`config.mk`:
```
export PLATFORM = sky130hd
export DESIGN_NAME = duck_motion_ctrl
export DESIGN_NICKNAME = d
export VERILOG_FILES = /design/src/rtl/duck_pkg.sv /design/src/rtl/duck_motion_ctrl_lfsr9.sv /design/src/rtl/duck_motion_ctrl.sv
export SDC_FILE = /design/constraint.sdc
export NUM_CORES = 1
export LEC_CHECK = 0
export CORE_UTILIZATION = 45
export CTS_BUF_LIST = sky130_fd_sc_hd__clkbuf_16
export DETAILED_ROUTE_END_ITERATION = 10
export HOLD_SLACK_MARGIN = 0.12
export PLACE_DENSITY = 0.78
export SYNTH_ARGS = -nofsm -noshare
export SYNTH_HDL_FRONTEND = slang
export SYNTH_HIERARCHICAL = 1
export SYNTH_SLANG_ARGS = --single-unit
export TNS_END_PERCENT = 10
```
`constraint.sdc`:
```
create_clock -name vga_clk -period 5.05 [get_ports vga_clk]
set_input_delay 0.505 -clock vga_clk [delete_from_list [all_inputs] [get_ports vga_clk]]
set_output_delay 0.505 -clock vga_clk [all_outputs]
set_load 0.1 [all_outputs]
```
`src/rtl/duck_pkg.sv`:
```
// Shared constants for the duck sprite pipeline: screen and sprite
// geometry, motion tuning, FSM state codes and sprite_sel codes.
package duck_pkg;

  localparam int SCR_W          = 640;
  localparam int SCR_H          = 480;
  localparam int V_TICK         = 480;
  localparam int SPR_W          = 124;
  localparam int SPR_H          = 162;
  localparam int X_MAX          = SCR_W - SPR_W;
  localparam int Y_MAX          = SCR_H - SPR_H;
  localparam int Y_FLY_MAX      = 200;
  localparam int SPEED_X        = 3;
  localparam int SPEED_Y        = 2;
  localparam int FALL_SPEED     = 6;
  localparam int HIT_FRAMES     = 30;
  localparam int RESPAWN_FRAMES = 60;
  localparam int ANIM_DIV       = 8;

  localparam logic [1:0] ST_FLYING  = 2'd0;
  localparam logic [1:0] ST_HIT     = 2'd1;
  localparam logic [1:0] ST_FALLING = 2'd2;
  localparam logic [1:0] ST_RESPAWN = 2'd3;

  localparam logic [1:0] SEL_FLAP0 = 2'd0;
  localparam logic [1:0] SEL_FLAP1 = 2'd1;
  localparam logic [1:0] SEL_HIT   = 2'd2;
  localparam logic [1:0] SEL_FALL  = 2'd3;

endpackage

```
`src/rtl/duck_motion_ctrl_lfsr9.sv`:
```
// 9-bit maximal-length LFSR (x^9 + x^5 + 1), steps every cycle.
// Ports: vga_clk, reset (sync, active-high), value (never zero).
module lfsr9 (
  input  logic       vga_clk,
  input  logic       reset,
  output logic [8:0] value
);

  logic [8:0] lfsr_q;
  logic [8:0] lfsr_d;

  always_comb begin
    lfsr_d = {lfsr_q[7:0], lfsr_q[8] ^ lfsr_q[4]};
  end

  always_ff @(posedge vga_clk) begin
    if (reset) lfsr_q <= 9'h1FF;
    else       lfsr_q <= lfsr_d;
  end

  assign value = lfsr_q;

endmodule

```
`src/rtl/duck_motion_ctrl.sv`:
```
// Per-frame duck position / visibility / animation and hit-fall-respawn FSM.
// Ports: vga_clk, reset, hcount, vcount, hit in; duck_x, duck_y,
// duck_visible, sprite_sel, hit_count out (all registered).
module duck_motion_ctrl
  import duck_pkg::*;
(
  input  logic       vga_clk,
  input  logic       reset,
  input  logic [9:0] hcount,
  input  logic [9:0] vcount,
  input  logic       hit,
  output logic [9:0] duck_x,
  output logic [9:0] duck_y,
  output logic       duck_visible,
  output logic [1:0] sprite_sel,
  output logic [7:0] hit_count
);

  localparam logic [10:0] XMAX_W = 11'(X_MAX);
  localparam logic [10:0] YMAX_W = 11'(Y_MAX);
  localparam logic [10:0] YFLY_W = 11'(Y_FLY_MAX);
  localparam logic [10:0] SPX_W  = 11'(SPEED_X);
  localparam logic [10:0] SPY_W  = 11'(SPEED_Y);
  localparam logic [10:0] SPF_W  = 11'(FALL_SPEED);
  localparam logic [9:0]  XMAX   = 10'(X_MAX);
  localparam logic [9:0]  YMAX   = 10'(Y_MAX);
  localparam logic [9:0]  YFLY   = 10'(Y_FLY_MAX);
  localparam logic [9:0]  SPX    = 10'(SPEED_X);
  localparam logic [9:0]  SPY    = 10'(SPEED_Y);
  localparam logic [5:0]  HIT_LAST = 6'(HIT_FRAMES - 1);
  localparam logic [5:0]  RSP_LAST = 6'(RESPAWN_FRAMES - 1);
  localparam logic [2:0]  ANIM_LAST = 3'(ANIM_DIV - 1);

  logic [8:0]  lfsr;
  logic [9:0]  x_q, x_d, y_q, y_d;
  logic        dir_x_q, dir_x_d;
  logic        dir_y_q, dir_y_d;
  logic [1:0]  st_q, st_d;
  logic [1:0]  sel_q, sel_d;
  logic        vis_q, vis_d;
  logic [7:0]  hits_q, hits_d;
  logic [5:0]  frm_q, frm_d;
  logic [2:0]  anim_q, anim_d;
  logic        pend_q, pend_d;

  logic        tick;
  logic [10:0] x_up, y_up, y_fall;
  logic [9:0]  x_rsp;

  lfsr9 u_lfsr (
    .vga_clk (vga_clk),
    .reset   (reset),
    .value   (lfsr)
  );

  assign tick   = (hcount == 10'd0) && (vcount == 10'(V_TICK));
  assign x_up   = {1'b0, x_q} + SPX_W;
  assign y_up   = {1'b0, y_q} + SPY_W;
  assign y_fall = {1'b0, y_q} + SPF_W;
  // Fold LFSR values past the right edge back onto the screen.
  assign x_rsp  = ({1'b0, lfsr} > XMAX) ? ({1'b0, lfsr} - 10'd256)
                                        : {1'b0, lfsr};

  always_comb begin
    x_d     = x_q;
    y_d     = y_q;
    dir_x_d = dir_x_q;
    dir_y_d = dir_y_q;
    st_d    = st_q;
    sel_d   = sel_q;
    vis_d   = vis_q;
    hits_d  = hits_q;
    frm_d   = frm_q;
    anim_d  = anim_q;
    pend_d  = pend_q;

    if (st_q == ST_FLYING && hit) pend_d = 1'b1;

    if (tick) begin
      unique case (st_q)
        ST_FLYING: begin
          // A hit landing on the tick cycle itself still counts now.
          if (pend_q || hit) begin
            st_d   = ST_HIT;
            sel_d  = SEL_HIT;
            frm_d  = '0;
            pend_d = 1'b0;
            if (hits_q != 8'hFF) hits_d = hits_q + 8'd1;
          end else begin
            if (dir_x_q) begin
              if (x_up >= XMAX_W) begin
                x_d     = XMAX;
                dir_x_d = 1'b0;
              end else begin
                x_d = x_up[9:0];
              end
            end else if ({1'b0, x_q} < SPX_W) begin
              x_d     = '0;
              dir_x_d = 1'b1;
            end else begin
              x_d = x_q - SPX;
            end

            if (dir_y_q) begin
              if (y_up >= YFLY_W) begin
                y_d     = YFLY;
                dir_y_d = 1'b0;
              end else begin
                y_d = y_up[9:0];
              end
            end else if ({1'b0, y_q} < SPY_W) begin
              y_d     = '0;
              dir_y_d = 1'b1;
            end else begin
              y_d = y_q - SPY;
            end

            if (anim_q == ANIM_LAST) begin
              anim_d = '0;
              sel_d  = {1'b0, ~sel_q[0]};
            end else begin
              anim_d = anim_q + 3'd1;
            end
          end
        end
        ST_HIT: begin
          if (frm_q == HIT_LAST) begin
            st_d  = ST_FALLING;
            sel_d = SEL_FALL;
            frm_d = '0;
          end else begin
            frm_d = frm_q + 6'd1;
          end
        end
        ST_FALLING: begin
          if (y_fall >= YMAX_W) begin
            y_d   = YMAX;
            vis_d = 1'b0;
            st_d  = ST_RESPAWN;
            frm_d = '0;
          end else begin
            y_d = y_fall[9:0];
          end
        end
        ST_RESPAWN: begin
          if (frm_q == RSP_LAST) begin
            x_d     = x_rsp;
            y_d     = YFLY;
            dir_y_d = 1'b0;
            dir_x_d = lfsr[0];
            vis_d   = 1'b1;
            sel_d   = SEL_FLAP0;
            st_d    = ST_FLYING;
            frm_d   = '0;
            anim_d  = '0;
          end else begin
            frm_d = frm_q + 6'd1;
          end
        end
      endcase
    end
  end

  always_ff @(posedge vga_clk) begin
    if (reset) begin
      x_q     <= '0;
      y_q     <= 10'd100;
      dir_x_q <= 1'b1;
      dir_y_q <= 1'b1;
      st_q    <= ST_FLYING;
      sel_q   <= SEL_FLAP0;
      vis_q   <= 1'b1;
      hits_q  <= '0;
      frm_q   <= '0;
      anim_q  <= '0;
      pend_q  <= 1'b0;
    end else begin
      x_q     <= x_d;
      y_q     <= y_d;
      dir_x_q <= dir_x_d;
      dir_y_q <= dir_y_d;
      st_q    <= st_d;
      sel_q   <= sel_d;
      vis_q   <= vis_d;
      hits_q  <= hits_d;
      frm_q   <= frm_d;
      anim_q  <= anim_d;
      pend_q  <= pend_d;
    end
  end

  assign duck_x       = x_q;
  assign duck_y       = y_q;
  assign duck_visible = vis_q;
  assign sprite_sel   = sel_q;
  assign hit_count    = hits_q;

endmodule

```
==> results.sh <==
export IMPL_synthTopCellsByCount="53 x dfxtp_1, 51 x nor2_1, 44 x nand2_1"
export IMPL_criticalPathCategory="reg -> reg"
export IMPL_grt_util_all_layers=0.233
export IMPL_cts_root_buf="clkbuf_16"
export IMPL_ys_warn_count=6
export IMPL_n_fill_cell=763
export IMPL_grt_antenna_before_repair=0
export IMPL_cts_resized_gates=0
export IMPL_tns_ps=0
export IMPL_crit_path_end="duck_x[0]$_SDFFE_PP0P_"
export IMPL_cts_max_path_buffers=2
export IMPL_io_pins=54
export IMPL_cts_setup_buffers=0
export IMPL_async_reset_ff_frac=0
export IMPL_drt_iter0_drc=436
export IMPL_ys_types=75
export IMPL_rsz0062_at_grt="no"
export IMPL_syn_inst=521
export IMPL_power_w=0.000823
export IMPL_areaGrowthSynthToFinish_pct=14.9
export IMPL_clk_latency_ps=290
export IMPL_min_path_type="reg -> reg"
export IMPL_power_density_nw_per_um2=185
export IMPL_cts_hold_buffers=0
export IMPL_clkPwrFrac=0.413
export IMPL_viasPerCell=6.18
export IMPL_routed_wl_um=10200
export IMPL_synth_edff_count=0
export IMPL_grt_pass1_vias=3601
export IMPL_setup_violations=0
export IMPL_crit_start="duck_x[0]$_SDFFE_PP0P_"
export IMPL_yosysTopAreaCellShare=0.274
export IMPL_rrSetupSlack_ps=1950
export IMPL_hold_viol=0
export IMPL_maxCapViolations=0
export IMPL_die_w_um=94.7
export IMPL_synth_nets=558
export IMPL_io_buffer_count=52
export IMPL_start_util=0.468
export IMPL_grt_max_degree=55
export IMPL_synth_area_leaders="dfxtp_1 27%, nor2_1 4.9%, ha_1 4.5%"
export IMPL_p_sw_frac=0.235
export IMPL_cts_tree="yes"
export IMPL_wl_per_cell_um=16.0
export IMPL_diodes=0
export IMPL_fin_crit_ps=3100
export IMPL_num_rows=33
export IMPL_synth_top_area_cell="dfxtp_1"
export IMPL_reg2regPathDepth=9
export IMPL_die_area_um2=8970
export IMPL_place_ws_ps=1880
export IMPL_yosys_cell_count_top_type="dfxtp_1"
export IMPL_path_max_fanout=11
export IMPL_num_vias=3952
export IMPL_p_switching_w=0.000194
export IMPL_cts_htree_levels=2
export IMPL_drv_slew=0
export IMPL_ys_ff_latch=53
export IMPL_stdcell_area_um2=4450
export IMPL_die_h_um=94.7
export IMPL_postPlaceCellArea_um2=4300
export IMPL_finClkSkew_ps=3.85
export IMPL_ys_flop_type="dfxtp_1"
export IMPL_ys_seq_area_frac=0.274
export IMPL_status="complete, no violations"
export IMPL_clock_sinks=53
export IMPL_worstPathCellList="inv_1 > ha_1 > nor2b_1 > o21ai_0 > o311ai_0 > a41oi_1 > o21ai_0 > nand3_1 > a31oi_1"
export IMPL_peakVddDrop_mv=0.171
export IMPL_pwr_share_seq=0.519
export IMPL_slowest_stage="a41oi_1"
export IMPL_drive_gt1_frac=0.0524
export IMPL_drc=0
export IMPL_core_area_um2=8260
export IMPL_grt_overflow=0
export IMPL_whs_ps=430
export IMPL_cts_buffers=5
export IMPL_place_gp_congestion=0.945
export IMPL_slew_headroom=0.349
export IMPL_finalCritPeriodShare=0.614
export IMPL_finalNetCount=570
export IMPL_finalWorstSetupSlack_ps=1950
export IMPL_syn_avg_cell_area_um2=7.43
export IMPL_clk_pin_slew_worst_paths_ps=70
export IMPL_cp_required_ps=5200
export IMPL_cp_end_kind="flop"
export IMPL_rr_startpoint="duck_x[0]$_SDFFE_PP0P_"
export IMPL_internal_power_w=0.000629
export IMPL_cpMostUsedCell="o21ai_0"
export IMPL_comb_power_share=0.068
export IMPL_dpl_hpwl_um=7040
export IMPL_tightest_slew_ps=974
export IMPL_dr_pass1_iters=5
export IMPL_arrival_ps=3250
export IMPL_grt_first_pass_wirelength_um=17100
export IMPL_synth_area_um2=3870
export IMPL_p_leak_nw=1.58
export IMPL_r2r_end="duck_x[0]$_SDFFE_PP0P_"
export IMPL_max_freq_mhz=323
export IMPL_critPathMaxStageDelay_ps=800
export IMPL_start_kind="flop"
export IMPL_detail_route_antenna_nets=0
per-stage QoR:
stage | util | instances
6_report | 0.538 | 639
5_1_grt | 0.538 | 639
4_1_cts | 0.538 | 639
3_5_place_dp | 0.520 | 631
3_3_place_gp | 0.520 | 631
2_1_floorplan | - | 521
critical path: cells and delay by family (launching register included):
kind,cells,cell delay [ps]
AND/OR/NAND/NOR,2,350
buffers and inverters,1,160
AO/OA/AOI/OAI,5,1660
flip-flops,1,480
adder cells (fa/ha/maj),1,310
power groups by stage:
stage                     Sequential [W]  Clock, W  Combinational [W]
after detailed placement        0.000436         0          0.0000558
after CTS                       0.000427  0.000348          0.0000558
final                           0.000427  0.000340          0.0000560
after floorplan                 0.000443         0          0.0000272
after global placement          0.000436         0          0.0000552
after global routing            0.000427  0.000364          0.0000603
state kept, by name, indices dropped and copies added, names as in the netlist:
signal	flops
duck_x	10
frm_q	6
duck_y	9
st_q	2
dir_y_q	1
anim_q	3
dir_x_q	1
duck_visible	1
pend_q	1
hit_count	8
u_lfsr/value	9
sprite_sel	2
how the worst min path moves through the flow:
stage                                       to                  startpoint  depth (start not counted)  slack, ps
finish              u_lfsr/value[6]$_SDFF_PP1_  u_lfsr/value[5]$_SDFF_PP1_                          1        430
floorplan           u_lfsr/value[1]$_SDFF_PP1_  u_lfsr/value[0]$_SDFF_PP1_                          1        410
global placement    u_lfsr/value[6]$_SDFF_PP1_  u_lfsr/value[5]$_SDFF_PP1_                          1        410
global route        u_lfsr/value[6]$_SDFF_PP1_  u_lfsr/value[5]$_SDFF_PP1_                          1        450
CTS                 u_lfsr/value[6]$_SDFF_PP1_  u_lfsr/value[5]$_SDFF_PP1_                          1        430
detailed placement  u_lfsr/value[6]$_SDFF_PP1_  u_lfsr/value[5]$_SDFF_PP1_                          1        410
placed cells by master (no fill, tap or decap), types with 11 or more instances in the layout:
| cell | instances |
|---|---|
| dfxtp_1 | 53 |
| nor2_1 | 51 |
| clkdlybuf4s50_1 | 51 |
| nand2_1 | 44 |
| a21oi_1 | 32 |
| o21ai_0 | 30 |
| nand3_1 | 25 |
| inv_1 | 19 |
| nor3_1 | 17 |
| ha_1 | 14 |
| nand4_1 | 11 |
routing by layer:
layer / up-vias / track usage / share of wire
li1: 1931 / - / -
met1: 1815 / 0.331 / 0.45
met2: 184 / 0.366 / 0.45
met3: 22 / 0.0330 / 0.083
met4: 0 / 0.0619 / 0.015
met5: - / 0 / 0
logic make-up (layout without fill, tap and decap cells):
| logic type | after synthesis | in the layout | synth area share |
|---|---|---|---|
| other cells | 1 | 1 | 0.000969 |
| buf+inv | 68 | 81 | 0.0776 |
| compound gates | 145 | 145 | 0.255 |
| flops | 53 | 53 | 0.274 |
| fa+ha+maj | 14 | 14 | 0.0453 |
| simple gates | 218 | 218 | 0.295 |
| xor+xnor | 16 | 16 | 0.0362 |
| mux | 6 | 6 | 0.0165 |
final cells by class:
class	count	area, um2	area share
Timing Repair Buffer	53	523	0.118
Clock inverter	3	22.5	0.00507
Sequential cell	53	1060	0.239
Tap cell	105	131	0.0296
Multi-Input combinational cell	400	2510	0.564
Clock buffer	5	125	0.0281
Inverter	20	75.1	0.0169
No activity file was read; power rests on OpenSTA's default activity.
